[config.mk]
export PLATFORM = sky130hd
export DESIGN_NAME = crc8_frame_encoder
export DESIGN_NICKNAME = d
export VERILOG_FILES = /design/src/rtl/crc8_frame_encoder.sv
export SDC_FILE = /design/constraint.sdc
export NUM_CORES = 1
export LEC_CHECK = 0
export CORE_ASPECT_RATIO = 1.2
export CORE_MARGIN = 4
export CORE_UTILIZATION = 40
export CTS_BUF_LIST = sky130_fd_sc_hd__clkbuf_16
export DETAILED_ROUTE_END_ITERATION = 8
export GPL_ROUTABILITY_DRIVEN = 0
export GPL_TIMING_DRIVEN = 0
export PLACE_DENSITY = 0.72
export SLEW_MARGIN = 20
export SYNTH_ARGS = -nofsm -noshare
export SYNTH_HDL_FRONTEND = slang
export SYNTH_SLANG_ARGS = --single-unit
[constraint.sdc]
create_clock -name clk -period 6 [get_ports clk]
set_input_delay 1.5 -clock clk [delete_from_list [all_inputs] [get_ports clk]]
set_output_delay 1.5 -clock clk [all_outputs]
set_load 0.05 [all_outputs]
[src/rtl/crc8_frame_encoder.sv]
// crc8_frame_encoder
//   Passes a byte stream through unchanged and appends one CRC-8 byte
//   (MSB-first, non-reflected) after the last data byte of each frame.
//   A downstream CRC-8 checker with the same polynomial then sees a zero
//   residue when XOR_OUT is 0.
//
// Parameters
//   INIT     CRC register value at frame start
//   XOR_OUT  value XORed into the CRC before it is appended
//
// Ports
//   clk, rst_n         clock (rising edge), asynchronous active-low reset
//   gen[7:0]           generator polynomial, low 8 bits (x^8 implicit)
//   s_valid/s_ready    input handshake
//   s_data[7:0]        input byte
//   s_last             s_data is the last data byte of the frame
//   m_valid/m_ready    output handshake (single registered stage)
//   m_data[7:0]        output byte (data or CRC)
//   m_last             m_data is the appended CRC byte
//   done               high on the cycle the CRC byte transfers
module crc8_frame_encoder #(
  parameter logic [7:0] INIT    = 8'h00,
  parameter logic [7:0] XOR_OUT = 8'h00
) (
  input  logic       clk,
  input  logic       rst_n,
  input  logic [7:0] gen,
  input  logic       s_valid,
  output logic       s_ready,
  input  logic [7:0] s_data,
  input  logic       s_last,
  output logic       m_valid,
  input  logic       m_ready,
  output logic [7:0] m_data,
  output logic       m_last,
  output logic       done
);

  localparam logic [0:0] PASS   = 1'b0;
  localparam logic [0:0] APPEND = 1'b1;

  logic [0:0] state;
  logic [7:0] crc;
  logic [7:0] gen_q;
  logic       sof;

  logic       out_free;
  logic       in_xfer;
  logic [7:0] gen_use;
  logic [7:0] crc_next;

  // Full byte update in one cycle: 8 unrolled shift/conditional-xor steps.
  function automatic logic [7:0] crc_step(input logic [7:0] c_in,
                                          input logic [7:0] b,
                                          input logic [7:0] g);
    logic [7:0] c;
    c = c_in ^ b;
    for (int i = 0; i < 8; i++)
      c = c[7] ? ({c[6:0], 1'b0} ^ g) : {c[6:0], 1'b0};
    return c;
  endfunction

  // Output register can take a new byte when empty or draining this cycle.
  assign out_free = !m_valid || m_ready;
  assign s_ready  = (state == PASS) && out_free;
  assign in_xfer  = s_valid && s_ready;

  // First byte of a frame uses the live polynomial; it is latched at the
  // same time so mid-frame changes of gen do not affect this frame.
  assign gen_use  = sof ? gen : gen_q;
  assign crc_next = crc_step(crc, s_data, gen_use);

  assign done = m_valid && m_ready && m_last;

  always_ff @(posedge clk or negedge rst_n) begin
    if (!rst_n) begin
      state   <= PASS;
      crc     <= INIT;
      gen_q   <= 8'h00;
      sof     <= 1'b1;
      m_valid <= 1'b0;
      m_data  <= 8'h00;
      m_last  <= 1'b0;
    end else if (in_xfer) begin
      m_data  <= s_data;
      m_valid <= 1'b1;
      m_last  <= 1'b0;
      crc     <= crc_next;
      sof     <= 1'b0;
      if (sof)
        gen_q <= gen;
      if (s_last)
        state <= APPEND;
    end else if (state == APPEND && out_free) begin
      m_data  <= crc ^ XOR_OUT;
      m_valid <= 1'b1;
      m_last  <= 1'b1;
      crc     <= INIT;
      sof     <= 1'b1;
      state   <= PASS;
    end else if (m_valid && m_ready) begin
      m_valid <= 1'b0;
    end
  end

endmodule

==> metrics.md <==
| Metric | Value |
|---|---|
| Max Cap Viol | `0` |
| Post-synthesis adder-cell area fraction | `0` |
| Initial DRC count | `258` |
| Routed WL per cell | `17.9 um` |
| Final core utilization | `0.500` |
| Worst hold path class | `register to register` |
| Dominant cell type by area after synthesis | `dfrtp_1` |
| #FFs+latches synth | `28` |
| Dpl ws | `-0.0437 ns` |
| Ys Warns | `0` |
| GRT overflow | `0` |
| Largest net degree at the start of global routing | `29` |
| I/O Pins | `33` |
| Synthesized net count | `370` |
| Number of synthesized flops with an enable pin | `0` |
| Number of distinct library cells after synthesis | `63` |
| Min cycle time layout | `5.75 ns` |
| Top cells by count, synth | `46 x nand2_1, 32 x xnor2_1, 28 x nor2_1` |
| Root buffer cell | `clkbuf_16` |
| 1st-pass router iterations | `7` |
| Slew margin rel. | `0.547` |
| Cts hold-fix bufs | `0` |
| Syn_area_per_cell | `8.22 sq um` |
| Final Cycle Share | `0.959` |
| DP Wirelength | `6.36 mm` |
| CP Capture Type | `register` |
| Post-route ant nets | `0` |
| End of the worst register-to-register path | `crc[6]$_DFFE_PN0P_` |
| Worst setup margin | `0.248 ns` |
| Worst skew pair latency | `0.26 ns` |
| H-Tree Depth | `1` |
| Worst Path Max Fanout | `10` |
| CP startpoint | `s_data[7]` |
| Largest cells by area after synthesis | `dfrtp_1 24%, xnor2_1 9.8%, nand2_1 6.0%, nor2_1 3.7%, xor2_1 3.4%` |
| Peak Freq | `0.174 GHz` |
| Slew @ Worst Pin | `0.667 ns` |
| Post-synthesis simple-gate area fraction | `0.216` |
| CTS Buf Count | `3` |
| Core ar. | `6900 sq um` |
| IO buf count | `32` |
| WP data required | `6.14 ns` |
| Hold Slack | `0.473 ns` |
| Die ar. | `8590 sq um` |
| Die Height | `101 um` |
| R2R cell count | `16` |
| Filler cell count | `651` |
| Post-synth ARST share | `1.00` |
| Reg2reg setup slack | `1.31 ns` |
| Final Hold Fails | `0` |
| Yosys top cell area share | `0.236` |
| First-pass GRT wire length | `13.9 mm` |
| Post-route DRC | `0` |
| Most common cell in the synthesized netlist | `nand2_1` |
| Setup violators final | `0` |
| Post-synthesis xor/xnor area fraction | `0.172` |
| Compound-cell area share of the yosys netlist | `0.263` |
| Critical Path Start Type | `input port` |
| Layout area overhead | `20.2%` |
| RSZ-0062 raised after global routing | `false` |
| CTS Buffer Depth | `2` |
| Largest family of logic cells by synthesized area | `compound AO/OA/AOI/OAI gates` |
| Post-synthesis mux area share | `0.0672` |
| Synth Instances | `349` |
| Clk slew on worst S/H paths | `0.07 ns` |
| Setup CP Type | `input port to register` |
| Vias in the first global route | `2804` |
| Status | `finished clean` |
| Clock Sinks | `28` |
| Total negative setup slack | `0 ns` |
| DR vias | `2887` |
| Die Wd | `85.3 um` |
| WL final | `8.48 mm` |
| # rows | `33` |
| Diodes inserted | `0` |
| Top FF cell, synth | `dfrtp_1` |
| Crit path to | `crc[7]$_DFFE_PN0P_` |
| Vias per inst | `6.09` |
| Sequential share of the synthesized area | `0.245` |
| Slew Viols, Final | `0` |
| Initial antenna violation count | `0` |
| Arrival time worst endpoint | `5.89 ns` |
| Setup Skew | `0.00390 ns` |
| GRT Overall Usage | `0.197` |
| Cell area after synthesis | `2870 sq um` |
| Startpoint of the worst-slack reg-to-reg timing path | `sof$_DFFE_PN1P_` |
| Layout cell share with drive strength beyond 1 | `0.111` |
| Initial Util | `0.416` |
| Nets@finish | `409` |
| CTS tree | `done` |
-- final cells by class --
| type | count | area, sq um | share of cell area |
|---|---|---|---|
| multi-input cells | 300 | 2090 | 0.608 |
| flip-flops and latches | 28 | 702 | 0.204 |
| repair buffers | 34 | 330 | 0.0959 |
| well taps | 87 | 109 | 0.0316 |
| plain buffers | 21 | 105 | 0.0305 |
| clock buffers | 3 | 75.1 | 0.0218 |
| clock inverters | 1 | 30.0 | 0.00871 |
-- layout by cell type, fill, tap and decap left out, types with 13 or more instances in the layout --
master	n
a21oi_1	18
dfrtp_1	27
nand3_1	14
clkdlybuf4s50_1	31
o21ai_0	18
nor2_1	28
clkbuf_1	13
nand2_1	46
xnor2_1	31
-- repair_timing --
item                                    CTS  global route
resized for setup                         0             5
endpoints found under the setup margin    0             7
setup buffers                             0             2
-- per-layer routing --
layer / routed length (um) / track usage / share of wire
met5: 0 / 0 / 0
met4: 243 / 0.0512 / 0.029
met3: 348 / 0.0196 / 0.041
met2: 4360 / 0.350 / 0.51
met1: 3540 / 0.254 / 0.42
-- through the flow --
step / cells / area (sq um)
2_1_floorplan: 349 / 2870
3_5_place_dp: 468 / 3290
3_3_place_gp: 468 / 3300
6_report: 474 / 3450
5_1_grt: 474 / 3450
4_1_cts: 472 / 3400
-- worst min path at each step --
stage	from	to	slack, ns	depth (start not counted)
floorplan	gen_q[0]$_DFFE_PN0P_	gen_q[0]$_DFFE_PN0P_	0.45	2
global placement	m_data[0]$_DFFE_PN0P_	m_data[0]$_DFFE_PN0P_	0.46	2
detailed placement	m_data[4]$_DFFE_PN0P_	m_data[4]$_DFFE_PN0P_	0.46	2
CTS	m_data[4]$_DFFE_PN0P_	m_data[4]$_DFFE_PN0P_	0.48	2
global route	m_data[6]$_DFFE_PN0P_	m_data[6]$_DFFE_PN0P_	0.49	2
finish	m_data[4]$_DFFE_PN0P_	m_data[4]$_DFFE_PN0P_	0.47	2
-- flip-flops by register name, summed over array words and instances, names as in the netlist --
name,cells
sof,1
m_data,8
m_last,1
m_valid,1
gen_q,8
state,1
crc,8
-- kinds of logic (layout without fill, tap and decap cells) --
group	after synthesis	in the layout
buf+inv	21	59
mux	16	16
simple gates	129	129
xor+xnor	48	48
flops	28	28
compound gates	107	107
-- critical path: stages --
cell	delay, ns
clkdlybuf4s50_1	0.59
xor2_1	0.32
clkbuf_1	0.37
nand2_1	0.15
xnor2_1	0.16
nor2_1	0.09
xnor3_1	0.50
buf_2	0.23
o211ai_1	0.39
nand2_2	0.19
o31ai_1	0.35
a211oi_2	0.17
nor3_2	0.31
nor3_2	0.08
xnor3_1	0.41
o21ai_1	0.07
Power is not shown: default switching activity piles up to over one toggle a cycle in this logic, so the estimate is an artifact.
